## src/rtl/queue_pkg.sv

```systemverilog
// Shared constants and sizing helper for the cell/UART message queue.
package queue_pkg;

  // 2*(ADDR_WIDTH+1)+4 with ADDR_WIDTH=4
  localparam int DEFAULT_WIDTH = 14;

  function automatic int clog2(input int value);
    int r;
    r = 0;
    while ((1 << r) < value) r++;
    return r;
  endfunction

endpackage

```

## src/rtl/queue_mem.sv

```systemverilog
// DEPTH x WIDTH register array: one synchronous write port, one asynchronous read port.
module queue_mem
  import queue_pkg::*;
#(
  parameter int WIDTH = DEFAULT_WIDTH,
  parameter int DEPTH = 4,
  localparam int PTR_W = clog2(DEPTH)
) (
  input  logic             clock,
  input  logic             we_i,
  input  logic [PTR_W-1:0] waddr_i,
  input  logic [WIDTH-1:0] wdata_i,
  input  logic [PTR_W-1:0] raddr_i,
  output logic [WIDTH-1:0] rdata_o
);

  logic [WIDTH-1:0] mem_q [DEPTH];

  // NOTE: storage is not reset; stale entries are never visible because the
  // read side is masked by the occupancy count, which is reset.
  always_ff @(posedge clock) begin
    if (we_i) mem_q[waddr_i] <= wdata_i;
  end

  assign rdata_o = mem_q[raddr_i];

endmodule

```

## src/rtl/queue.sv

```systemverilog
// Synchronous message FIFO with level-request/one-cycle-ack write handshake and
// edge-qualified pop. Optional status ports (level/full/overflow) under QUEUE_STATUS_EN.
module queue
  import queue_pkg::*;
#(
  parameter int WIDTH = DEFAULT_WIDTH,
  parameter int DEPTH = 4
) (
  input  logic                       clock,
  input  logic                       reset_n,
  input  logic [WIDTH-1:0]           write,
  input  logic                       write_en,
  output logic                       write_ack,
  output logic [WIDTH-1:0]           read,
  output logic                       read_en,
  input  logic                       read_ack
`ifdef QUEUE_STATUS_EN
  ,
  output logic [clog2(DEPTH+1)-1:0]  level,
  output logic                       full,
  output logic                       overflow
`endif
);

  localparam int PTR_W = clog2(DEPTH);
  localparam int CNT_W = clog2(DEPTH + 1);
  localparam logic [CNT_W-1:0] FULL_CNT = CNT_W'(DEPTH);

  logic [PTR_W-1:0] wr_ptr_q, wr_ptr_d;
  logic [PTR_W-1:0] rd_ptr_q, rd_ptr_d;
  logic [CNT_W-1:0] count_q, count_d;
  logic             write_ack_q, write_ack_d;
  logic             ack_q, ack_d;
  logic             push, pop, is_full;
  logic [WIDTH-1:0] head;

  assign is_full = (count_q == FULL_CNT);

  // NOTE: every always_comb output gets a default first so no latch is inferred.
  always_comb begin
    push        = write_en && !write_ack_q && !is_full;
    pop         = read_ack && !ack_q && (count_q != '0);
    wr_ptr_d    = wr_ptr_q;
    rd_ptr_d    = rd_ptr_q;
    count_d     = count_q;
    write_ack_d = push;
    ack_d       = read_ack;
    if (push) wr_ptr_d = wr_ptr_q + PTR_W'(1);
    if (pop)  rd_ptr_d = rd_ptr_q + PTR_W'(1);
    // Full blocks push using the pre-edge count, so push+pop when full is pop-only.
    case ({push, pop})
      2'b10:   count_d = count_q + CNT_W'(1);
      2'b01:   count_d = count_q - CNT_W'(1);
      default: count_d = count_q;
    endcase
  end

  // NOTE: sequential state uses non-blocking assignments only.
  always_ff @(posedge clock or negedge reset_n) begin
    if (!reset_n) begin
      wr_ptr_q    <= '0;
      rd_ptr_q    <= '0;
      count_q     <= '0;
      write_ack_q <= 1'b0;
      ack_q       <= 1'b0;
    end else begin
      wr_ptr_q    <= wr_ptr_d;
      rd_ptr_q    <= rd_ptr_d;
      count_q     <= count_d;
      write_ack_q <= write_ack_d;
      ack_q       <= ack_d;
    end
  end

  queue_mem #(
    .WIDTH (WIDTH),
    .DEPTH (DEPTH)
  ) u_mem (
    .clock   (clock),
    .we_i    (push),
    .waddr_i (wr_ptr_q),
    .wdata_i (write),
    .raddr_i (rd_ptr_q),
    .rdata_o (head)
  );

  assign write_ack = write_ack_q;
  assign read_en   = (count_q != '0);
  assign read      = read_en ? head : '0;

`ifdef QUEUE_STATUS_EN
  logic overflow_q, overflow_d;

  always_comb begin
    overflow_d = overflow_q | (write_en && !write_ack_q && is_full);
  end

  always_ff @(posedge clock or negedge reset_n) begin
    if (!reset_n) overflow_q <= 1'b0;
    else          overflow_q <= overflow_d;
  end

  assign level    = count_q;
  assign full     = is_full;
  assign overflow = overflow_q;
`endif

endmodule

```

## config.mk

```make
export PLATFORM = sky130hd
export DESIGN_NAME = queue
export DESIGN_NICKNAME = d
export VERILOG_FILES = /design/src/rtl/queue_pkg.sv /design/src/rtl/queue_mem.sv /design/src/rtl/queue.sv
export SDC_FILE = /design/constraint.sdc
export NUM_CORES = 1
export LEC_CHECK = 0
export BUFFER_PORTS_ARGS = -buffer_cell sky130_fd_sc_hd__buf_4
export CAP_MARGIN = 20
export CORE_MARGIN = 3
export CORE_UTILIZATION = 51
export DETAILED_ROUTE_END_ITERATION = 16
export MAX_ROUTING_LAYER = met4
export PLACE_DENSITY = 0.74
export RECOVER_POWER = 25
export SLEW_MARGIN = 5
export SYNTH_ARGS = -nofsm -noshare
export SYNTH_HDL_FRONTEND = slang
export SYNTH_SLANG_ARGS = --single-unit
```

## constraint.sdc

```tcl
create_clock -name clock -period 2 [get_ports clock]
set_input_delay 0 -clock clock [delete_from_list [all_inputs] [get_ports clock]]
set_output_delay 0 -clock clock [all_outputs]
set_load 0.01 [all_outputs]
```

**Word level (Yosys, flattened, before mapping)**

Memory sizes are Yosys's and may differ from the RTL's.
Index checks and enable logic that the tools add are counted.
Widths: inputs -> output; s select.

- Reduce and logical (&&, ||, !) cells: 9
- Mux-type cells: 4
- Add/subtract/negate cells: 4
- Equality and inequality tests: 3

Operators with widths:

| cell | number |
|---|---|
| $mux 14 | 1 |
| $pmux 3 s2 | 1 |
| $add 2x1->2 const B | 2 |
| $logic_and 1x1->1 | 4 |
| $add 3x1->3 const B | 1 |
| $eq 3x3->1 const B | 1 |
| $logic_not 1->1 | 3 |
| $reduce_bool 3->1 | 1 |
| $sub 3x1->3 const B | 1 |
| $eq 2x1->1 const B | 1 |
| $eq 2x2->1 const B | 1 |
| $mux 1 | 2 |
| $reduce_bool 2->1 | 1 |

- Bits in writable memories: 56
- Memories: 1
- Register bits after elaboration: 9
- Bits of input ports: 18
- Word-level logic and storage cells: 26

Memory list:

| name | depth | width | rd ports | clocked after memory_dff | write ports | line | source |
|---|---|---|---|---|---|---|---|
| u_mem.mem_q | 4 | 14 | 1 | 0 | 1 | queue_mem.sv:17 | `logic [WIDTH-1:0] mem_q [DEPTH];` |

**Logic depth before layout (Yosys ltp)**

Gate-level depths: netlist (run 1).

- Depth after elaboration: 5
- Mapped depth: 9
- Depth with buffers taken out: 9

**Hierarchy**

A second synthesis (run 1) with hierarchy kept.

- Cells, all modules: 127
- Area, all modules: 2,611.3 sq um

By module, submodules not included:

| module | instances | area an instance (sq um) | seq. area each (sq um) | cells an instance |
|---|---|---|---|---|
| queue_mem | 1 | 2,079.5 | 1,681.6 | 77 |
| queue | 1 | 531.8 | 225.2 | 50 |

**Worst setup path after synthesis (run 1)**

No wires, ideal clock.

- Kind: register to register
- From: register count_q[2]
- To: register count_q[2]
- Data arrival time: 1.801 ns
- Path buffers: 0
- Slack: 0.120 ns
- Library setup time: 0.079 ns
- Stages on the path, launching flop included: 9
- Cells stage by stage: dfrtp_1 -> nor3_2 -> nor3b_1 -> ha_1 -> inv_1 -> fa_1 -> xor2_1 -> nor2_1 -> xor2_1

RTL lines:

| element | line | source |
|---|---|---|
| start: declaration | queue.sv:31 | `logic [CNT_W-1:0] count_q, count_d;` |
| start signal: assignment | queue.sv:69 | `count_q <= count_d;` |
| $reduce_bool 3->1 * | queue.sv:42 | `pop = read_ack && !ack_q && (count_q != '0);` |
| $logic_and 1x1->1 * | queue.sv:42 |  |
| via pop | queue.sv:34 | `logic push, pop, is_full;` |
| $eq 2x1->1 / $eq 2x2->1 (equally long branches) | queue.sv:51 | `case ({push, pop})` |
| $pmux 3 s2 / $reduce_bool 2->1 (equally long branches) | -- |  |

Mark *: on every way through the listed nets, which the timed path passes. The rest lies on a longest branch.
A chain may end at the register's enable or synchronous reset.

**Worst setup path after layout (run 1)**

Same ends and word-level chain as after synthesis.

==> results of run 1 <==
## final cells by class
type                            instances  area share [%]
Sequential cell                        65           57.92
Clock inverter                          2          0.2280
Timing Repair Buffer                   59           13.64
Inverter                                8          0.9122
Tap cell                               67           2.547
Clock buffer                           12           4.105
Multi-Input combinational cell         52           20.64
## cells by family (layout without fill, tap and decap cells)
logic type                 count (synthesis)  after routing  synth area share (%)
muxes                                     15             15                 13.31
adders and majority gates                  6              6                 3.115
DFF                                       65             65                 71.92
AOI/OAI and AO/OA                          2              2                 1.180
buffers and inverters                     12             81                 2.642
xor gates and xnor gates                   6              6                 1.982
and+or+nand+nor                           23             23                 5.851
## path summary, 6_finish.rpt
check | from | end | slack, ps
min reg2reg | count_q[0] | count_q[0] | 520
max in group asynchronous | reset_n | count_q[1] | 1530
max reg2reg | count_q[2] | count_q[2] | 100
min | write_en | write_ack | 110
max | count_q[2] | count_q[2] | 100
min in group asynchronous | reset_n | wr_ptr_q[0] | 140
## report_power, final
part           switching, mW  internal, mW  leakage, nW
logic                  0.762         0.907        0.543
registers              0.143          1.76        0.617
clock network          0.422         0.429       0.0714
total                   1.33          3.10         1.23
## through the flow
step                      std cells  hold WS (ps)
after global placement          235        -173.4
after global routing            265         107.3
after floorplan                 129        -295.6
after detailed placement        235        -169.4
after CTS                       265         13.97
final                           265         108.0
## cell usage in the layout (no fill, tap or decap), types with 2 or more instances in the layout
cell / instances
mux4_1: 6
xor2_1: 4
and2_1: 4
clkbuf_8: 9
ha_1: 5
and2b_1: 6
xnor2_1: 2
clkbuf_1: 12
edfxtp_1: 56
inv_1: 7
mux4_2: 8
dfrtp_1: 9
dlygate4sd3_1: 16
nor2b_1: 8
clkinv_1: 2
buf_4: 34
## state kept, by name (all words and copies together) (netlist names)
| signal | flops |
|---|---|
| count_q | 3 |
| u_mem.mem_q | 56 |
| ack_q | 1 |
| rd_ptr_q | 2 |
| write_ack | 1 |
| wr_ptr_q | 2 |
## repair_timing
item	CTS	global route
hold endpoints to repair	66	0
gates resized for setup	1	0
setup endpoints to repair	1	0
hold buffers	16	0
## worst reg2reg max path: stages (launching register included)
cell	delay, ps
dfrtp_1	430
nor3_2	90
nor3b_2	220
ha_1	230
inv_1	70
fa_1	370
xor2_1	150
nor2_1	110
xor2_1	150
## per-layer routing
layer / wire length [um] / global-route usage [%]
met1: 1812 / 19.92
met2: 2547 / 30.74
met3: 205 / 5.275
met4: 80 / 8.916
met5: 0 / -
==> results.txt, run 1 <==
Final instance area -> 3292 um2
Core outline area -> 4880 um2
Max-slew violations -> 0
Fraction of layout cells with a size suffix above 1 -> 28.28%
ANT cells -> 0
Remaining DRCs -> 0
Yosys top cell by area -> edfxtp_1
Critical Path Sink Type -> register
TritonCTS clock tree -> yes
Ys Warns -> 0
Worst setup SP type -> register
Worst Skew -> 4.139 ps
Final Hold Viols -> 0
Fin crit share -> 94.92%
Final Util -> 67.46%
Setup TNS -> 0 ps
Ports -> 34
Unrepaired setup endpoints after global routing -> false
Largest fanout on the critical path -> 3
Mapped Cells -> 129
Place WS -> 32.24 ps
Syn Area/Cell -> 20.55 um2
Worst path buffer plus inverter count -> 1
WL/cell -> 17.54 um
Post-route ant nets -> 0
Clock Tree Buf Depth -> 2
Required @ worst endpoint -> 2250 ps
Setup WS post-layout -> 101.7 ps
Multi-input logic area -> 679.4 um2
Sequential area share after synthesis -> 71.92%
Top-count cell post-synth -> edfxtp_1
Max VDD drop -> 0.8195 mV
Synth unique cells -> 25
Pwr Total -> 4.425 mW
Worst Hold Class -> input pin to register
Clk sinks -> 65
Area Overhead vs Synth -> 24.16%
Reg2reg path depth -> 8
Path length in cells of the critical path -> 8
Clock latency at the later pin of the worst-skew pair -> 320 ps
Leak pwr -> 1.231 nW
Global-route wire length before repair -> 7686 um
Number of synthesized flops with an enable pin -> 56
Die height -> 78.10 um
CP max stage cell -> dfrtp_1
Crit path largest cell delay -> 430 ps
Most used DFF post-synth -> edfxtp_1
#FFs+latches synth -> 65
Worst Path Arrival -> 2150 ps
H-tree levels -> 3
Power per cell area -> 1344 nW/um2
NumNets Final -> 219
Relative slew slack -> 67.57%
Routability cong. -> 0.8760
DR vias/cell -> 5.098
Tmin final -> 1898 ps
Overall Global Routing Usage -> 18.25%
Endpoints failing setup -> 0
Largest cells by area after synthesis -> edfxtp_1 63%, dfrtp_1 8.5%, mux4_2 6.8%, mux4_1 5.9%, ha_1 2.4%
Total CTS buffers -> 9
First-iteration detailed-routing DRC count -> 76
FFs w/ async S/R, synth -> 13.85%
Core Rows -> 25
Worst path top cell family by delay -> adder cells
Max Cap Viol -> 0
Root Driver -> clkbuf_8
Detailed placement HPWL -> 3005 um
Initial antenna violation count -> 0
Post-CTS setup buffers -> 0
GR Overflow Total -> 0
Reg area -> 1907 um2
Starting density of the core -> 54.33%
Clock-pin slew on the worst setup and hold paths -> 60 ps
Status -> completed
Worst hold path depth -> 4
Filler cells -> 352
Cells along the critical path -> nor3_2 -> nor3b_2 -> ha_1 -> inv_1 -> fa_1 -> xor2_1 -> nor2_1 -> xor2_1
Actual slew at the worst max-slew pin -> 486.5 ps
Post-Syn Area -> 2651 um2
Die width -> 78.10 um
Vias in the first global route -> 1502
PortBufs -> 33
Vias -> 1351
Die area -> 6100 um2
Net count after synthesis -> 153
Pin count of the biggest net entering global routing -> 17
DP Area -> 3018 um2
Synth cell count leaders -> 56 x edfxtp_1, 9 x dfrtp_1, 8 x mux4_2, 8 x nor2b_1, 7 x inv_1
Drt total wl -> 4647 um
Fmax -> 526.8 MHz
WS Path Type -> register to register
Critical path's most frequent cell -> xor2_1
First-pass DRT Iterations -> 4
Post-synth top area share -> 63.43%
Power figures use the tool's default switching activity.
==> run 2: changes to the inputs <==
--- a/config.mk
+++ b/config.mk
@@ -11,7 +11,7 @@
 export CORE_UTILIZATION = 51
 export DETAILED_ROUTE_END_ITERATION = 16
 export MAX_ROUTING_LAYER = met4
-export PLACE_DENSITY = 0.74
+export PLACE_DENSITY = 0.78
 export RECOVER_POWER = 25
 export SLEW_MARGIN = 5
 export SYNTH_ARGS = -nofsm -noshare
==> results.txt, run 2 (same netlist as run 1, synthesis figures left out) <==
DR vias/cell -> 5.130
Clk pwr share -> 20.2%
Root Driver -> clkbuf_8
Biggest regs -> u_mem.mem_q: 56 flops, count_q: 3 flops
Routability cong. -> 0.7930
Clock latency at the later pin of the worst-skew pair -> 330 ps
Starting density of the core -> 54.33%
Core Rows -> 25
WS Path Type -> register to register
R2r startpoint -> count_q[2]
Endpoints failing setup -> 0
Crit path largest cell delay -> 420 ps
Total CTS buffers -> 9
Commonest non-fill, non-tap cell in the layout -> edfxtp_1
Sw frac -> 29.74%
Filler cells -> 336
Vias in the first global route -> 1528
Critical path's most frequent cell -> xor2_1
Worst Path Arrival -> 2180 ps
Die width -> 78.10 um
Global-route wire length before repair -> 7576 um
P_sw -> 1.346 mW
Vias -> 1380
Overall Global Routing Usage -> 17.50%
WL/cell -> 17.17 um
ANT cells -> 0
Final instance area -> 3322 um2
Clock Tree Buf Depth -> 2
Clock-pin slew on the worst setup and hold paths -> 60 ps
Clk sinks -> 65
Initial antenna violation count -> 0
Cells along the critical path -> nor3_2 -> nor3b_2 -> ha_2 -> inv_1 -> fa_1 -> xor2_1 -> nor2_1 -> xor2_1
Max Cap Viol -> 0
Combinational power share -> 38.2%
GR Overflow Total -> 0
Worst Hold Margin -> 113.2 ps
Worst Hold Class -> input pin to register
Largest fanout on the critical path -> 3
Final Hold Viols -> 0
Status -> completed
Area Overhead vs Synth -> 25.30%
Commonest non-fill, non-tap cells in the layout -> 56 x edfxtp_1, 34 x buf_4, 16 x clkbuf_1, 16 x dlygate4sd3_1, 10 x clkbuf_8
Hold path start -> write_en
Worst setup SP type -> register
Remaining DRCs -> 0
Actual slew at the worst max-slew pin -> 483.7 ps
Top reg by flops -> u_mem.mem_q
PortBufs -> 33
Ports -> 34
First-pass DRT Iterations -> 4
CP max stage cell -> dfrtp_2
Flop pwr share -> 41.6%
TritonCTS clock tree -> yes
Pin count of the biggest net entering global routing -> 17
Post-route ant nets -> 0
First-iteration detailed-routing DRC count -> 80
Place WS -> -22.75 ps
Crit path launch -> count_q[2]
Final Util -> 68.08%
Final std cells w/o fill -> 269
Setup WS post-layout -> 54.67 ps
NumNets Final -> 221
Worst path top cell family by delay -> adder cells
Max reg flops -> 56
Worst path buffer plus inverter count -> 1
Worst Skew -> 7.999 ps
Tmin final -> 1945 ps
DP Area -> 3025 um2
Max VDD drop -> 0.6889 mV
Relative slew slack -> 67.75%
Max-slew violations -> 0
Fraction of layout cells with a size suffix above 1 -> 29.70%
Core outline area -> 4880 um2
Required @ worst endpoint -> 2240 ps
Internal -> 3.181 mW
Power per cell area -> 1363 nW/um2
Fmax -> 514.1 MHz
H-tree levels -> 3
Inst Count DP -> 236
Leak pwr -> 1.242 nW
Critical Path Sink Type -> register
Fin crit share -> 97.27%
Die area -> 6100 um2
Drt total wl -> 4619 um
Die height -> 78.10 um
Detailed placement HPWL -> 3062 um
run 2: cell count changes in the layout (fill, tap and decap cells not counted), sizes merged:
cell,before,now
clkinv,2,1
clkbuf,21,26
run 2: area by class of cell:
cell class,count,area [um2],area share (%)
repair buffers,61,456.7,13.75
multi-input cells,52,681.9,20.53
inverters,8,30.03,0.9040
well taps,67,83.83,2.524
clock buffers,15,156.4,4.708
clock inverters,1,5.005,0.1507
flip-flops and latches,65,1908,57.44
run 2: path summary, 6_finish.rpt:
| kind | end | depth (start not counted) | slack (ps) |
|---|---|---|---|
| setup / recovery | count_q[2] | 8 | 50 |
| hold / removal | write_ack | 4 | 110 |
| setup reg to reg | count_q[2] | 8 | 50 |
| hold reg to reg | count_q[0] | 1 | 530 |
| max in group asynchronous | count_q[2] | 2 | 1500 |
| min in group asynchronous | rd_ptr_q[1] | 2 | 140 |
run 2: stage by stage:
| step | setup TNS [ps] | total power, mW |
|---|---|---|
| final | 0 | 4.527 |
| after global routing | -36.83 | 4.790 |
| after CTS | 0 | 4.592 |
| after detailed placement | -22.75 | 3.645 |
| after global placement | 0 | 3.555 |
| after floorplan | 0 | 2.965 |
run 2: metal layers:
layer  wire length (um)  global-route usage [%]  up-vias
li1                   -                       -      632
met1               1893                   20.22      719
met2               2524                   29.28       23
met3                135                   3.784        6
met4                 65                   8.392        0
met5                  0                       -        -
run 2: what timing repair did:
| action | in CTS | in global routing |
|---|---|---|
| buffers inserted | 0 | 1 |
| hold buffers | 16 | 0 |
| resized for setup | 1 | 2 |
| endpoints found under the setup margin | 1 | 1 |
| endpoints found under the hold margin | 66 | 0 |
| pin swaps | 0 | 1 |
run 2: worst reg2reg max path: stages, from the launching register on:
cell and delay (ps):
dfrtp_2 420, nor3_2 70, nor3b_2 260, ha_2 240
inv_1 60, fa_1 380, xor2_1 150, nor2_1 110
xor2_1 170
run 2: power groups by stage:
stage / clock network, mW / registers (mW) / logic, mW
after global routing: 0.995 / 1.91 / 1.89
after floorplan: 0 / 1.88 / 1.08
after CTS: 0.945 / 1.88 / 1.76
final: 0.916 / 1.88 / 1.73
after detailed placement: 0 / 1.91 / 1.74
after global placement: 0 / 1.88 / 1.68
==> run 3: changes to the inputs <==
==> constraint.sdc (replaced) <==
create_clock -name clock -period 1.6 [get_ports clock]
set_input_delay 0 -clock clock [delete_from_list [all_inputs] [get_ports clock]]
set_output_delay 0 -clock clock [all_outputs]
set_load 0.005 [all_outputs]
==> results.txt, run 3 (same netlist as run 1, synthesis figures left out) <==
Detailed placement HPWL -> 3203 um
Final Hold Viols -> 0
Worst r2r dst -> count_q[2]
Total CTS buffers -> 9
Endpoints failing setup -> 35
Leak pwr -> 1.411 nW
Relative slew slack -> 67.08%
Fraction of layout cells with a size suffix above 1 -> 49.77%
TritonCTS clock tree -> yes
Max Cap Viol -> 0
WS Path Type -> register to register
Required @ worst endpoint -> 1850 ps
Clock Tree Buf Depth -> 2
Die height -> 78.10 um
Commonest non-fill, non-tap cells in the layout -> 56 x edfxtp_1, 38 x buf_4, 19 x buf_6
Crit path launch -> count_q[1]
Cells along the critical path -> nor3_2 -> nor3b_2 -> ha_2 -> inv_2 -> fa_2 -> xor2_1 -> nor2_1 -> xor2_1
R2r startpoint -> count_q[1]
Max reg flops -> 56
Failing checks -> negative setup slack
Power per cell area -> 1738 nW/um2
Pin count of the biggest net entering global routing -> 17
DR vias/cell -> 4.965
Max-slew violations -> 0
Fmax -> 544.4 MHz
Pwr Total -> 6.336 mW
Remaining DRCs -> 0
Worst Hold Class -> input pin to register
First-pass DRT Iterations -> 4
Status -> finished, violations left
H-tree levels -> 3
Overall Global Routing Usage -> 18.53%
Die width -> 78.10 um
Tmin final -> 1837 ps
Starting density of the core -> 54.33%
Worst Hold Margin -> 114.0 ps
First-iteration detailed-routing DRC count -> 124
NumNets Final -> 240
Routability cong. -> 0.7123
Crit path largest cell delay -> 410 ps
Ports -> 34
Commonest non-fill, non-tap cell in the layout -> edfxtp_1
Setup WS post-layout -> -236.8 ps
Root Driver -> clkbuf_8
Clock latency at the later pin of the worst-skew pair -> 330 ps
Worst setup path endpoint -> count_q[2]
Initial antenna violation count -> 0
WL/cell -> 17.56 um
ANT cells -> 0
Worst Path Arrival -> 2090 ps
Worst Skew -> 5.296 ps
GR Overflow Total -> 0
Vias in the first global route -> 1671
Worst setup SP type -> register
CP max stage cell -> dfrtp_1
Global-route wire length before repair -> 7983 um
Largest fanout on the critical path -> 3
Biggest regs -> u_mem.mem_q: 56 flops, count_q: 3 flops
Area Overhead vs Synth -> 37.52%
Fin crit share -> 114.8%
Die area -> 6100 um2
Core outline area -> 4880 um2
Max VDD drop -> 0.8260 mV
Vias -> 1430
Top reg by flops -> u_mem.mem_q
Drt total wl -> 5057 um
Clk sinks -> 65
Post-route ant nets -> 0
Unrepaired setup endpoints after global routing -> true
Setup slack, reg-to-reg -> -240 ps
PortBufs -> 33
Actual slew at the worst max-slew pin -> 493.8 ps
Critical Path Sink Type -> register
Clock-pin slew on the worst setup and hold paths -> 70 ps
Critical path's most frequent cell -> xor2_1
Reg2reg path depth -> 8
Core Rows -> 25
==> run 3: cell types whose count changed in the layout (fill, tap and decap cells not counted), moves of 6 or more <==
cell,previous run,this run
buf_6,0,19
clkbuf_1,16,4
nor2b_1,8,1
nor2b_4,0,7
mux4_1,6,0
mux4_2,8,14
==> run 3: worst min path at each step <==
stage              from          end  depth (start not counted)
2_1_floorplan   reset_n        ack_q                          0
3_3_place_gp    reset_n   count_q[0]                          1
3_5_place_dp    reset_n   count_q[1]                          1
4_1_cts         reset_n   count_q[1]                          2
5_1_grt        read_ack  rd_ptr_q[1]                          3
6_report       read_ack  rd_ptr_q[1]                          3
==> run 3: metrics by stage <==
step	worst slack, ps	TNS, ps	instances	cell area, um2	utilization (%)
global route	-348.1	-5355	288	3646	74.72
finish	-236.8	-1698	288	3646	74.72
CTS	-234.3	-3564	286	3555	72.85
global placement	-104.8	-159.0	249	3161	64.77
floorplan	-194.1	-354.1	129	2664	-
detailed placement	-225.5	-1567	249	3161	64.77
==> run 3: report_power, final <==
group          total [mW]  leakage [nW]  internal [mW]  switching (mW)
clock network        1.13        0.0799          0.541           0.591
logic                2.84         0.716           1.73            1.11
registers            2.36         0.616           2.21           0.156
total                6.34          1.41           4.48            1.86
==> run 3: layout make-up <==
class                           count  area (um2)
Inverter                            8       30.03
Clock inverter                      7       37.54
Sequential cell                    65        1908
Timing Repair Buffer               80       734.5
Multi-Input combinational cell     52       728.2
Clock buffer                        9       123.9
Tap cell                           67       83.83
Fill cell                         315        1234
==> run 3: repair_timing <==
item                                   4_1_cts  5_1_grt
setup buffers                                4        3
setup endpoints to repair                   69       73
hold buffers                                16        0
endpoints found under the hold margin       66        0
gates cloned                                 1        1
pin swaps                                    4        8
resized for setup                           15       31
==> run 3: worst max-delay path, delay by kind of cell, from the launching register on <==
family | cells | cell delay [ps]
xor gates and xnor gates | 2 | 310
DFF | 1 | 410
buffers and inverters | 1 | 50
adders and majority gates | 2 | 580
and+or+nand+nor | 3 | 400
==> run 3: metal layers <==
metal | track usage [%] | vias up | part of all wire (%)
li1 | - | 668 | -
met1 | 20.39 | 712 | 41
met2 | 31.25 | 37 | 53
met3 | 4.931 | 13 | 3.5
met4 | 9.266 | 0 | 2.0
met5 | - | - | 0
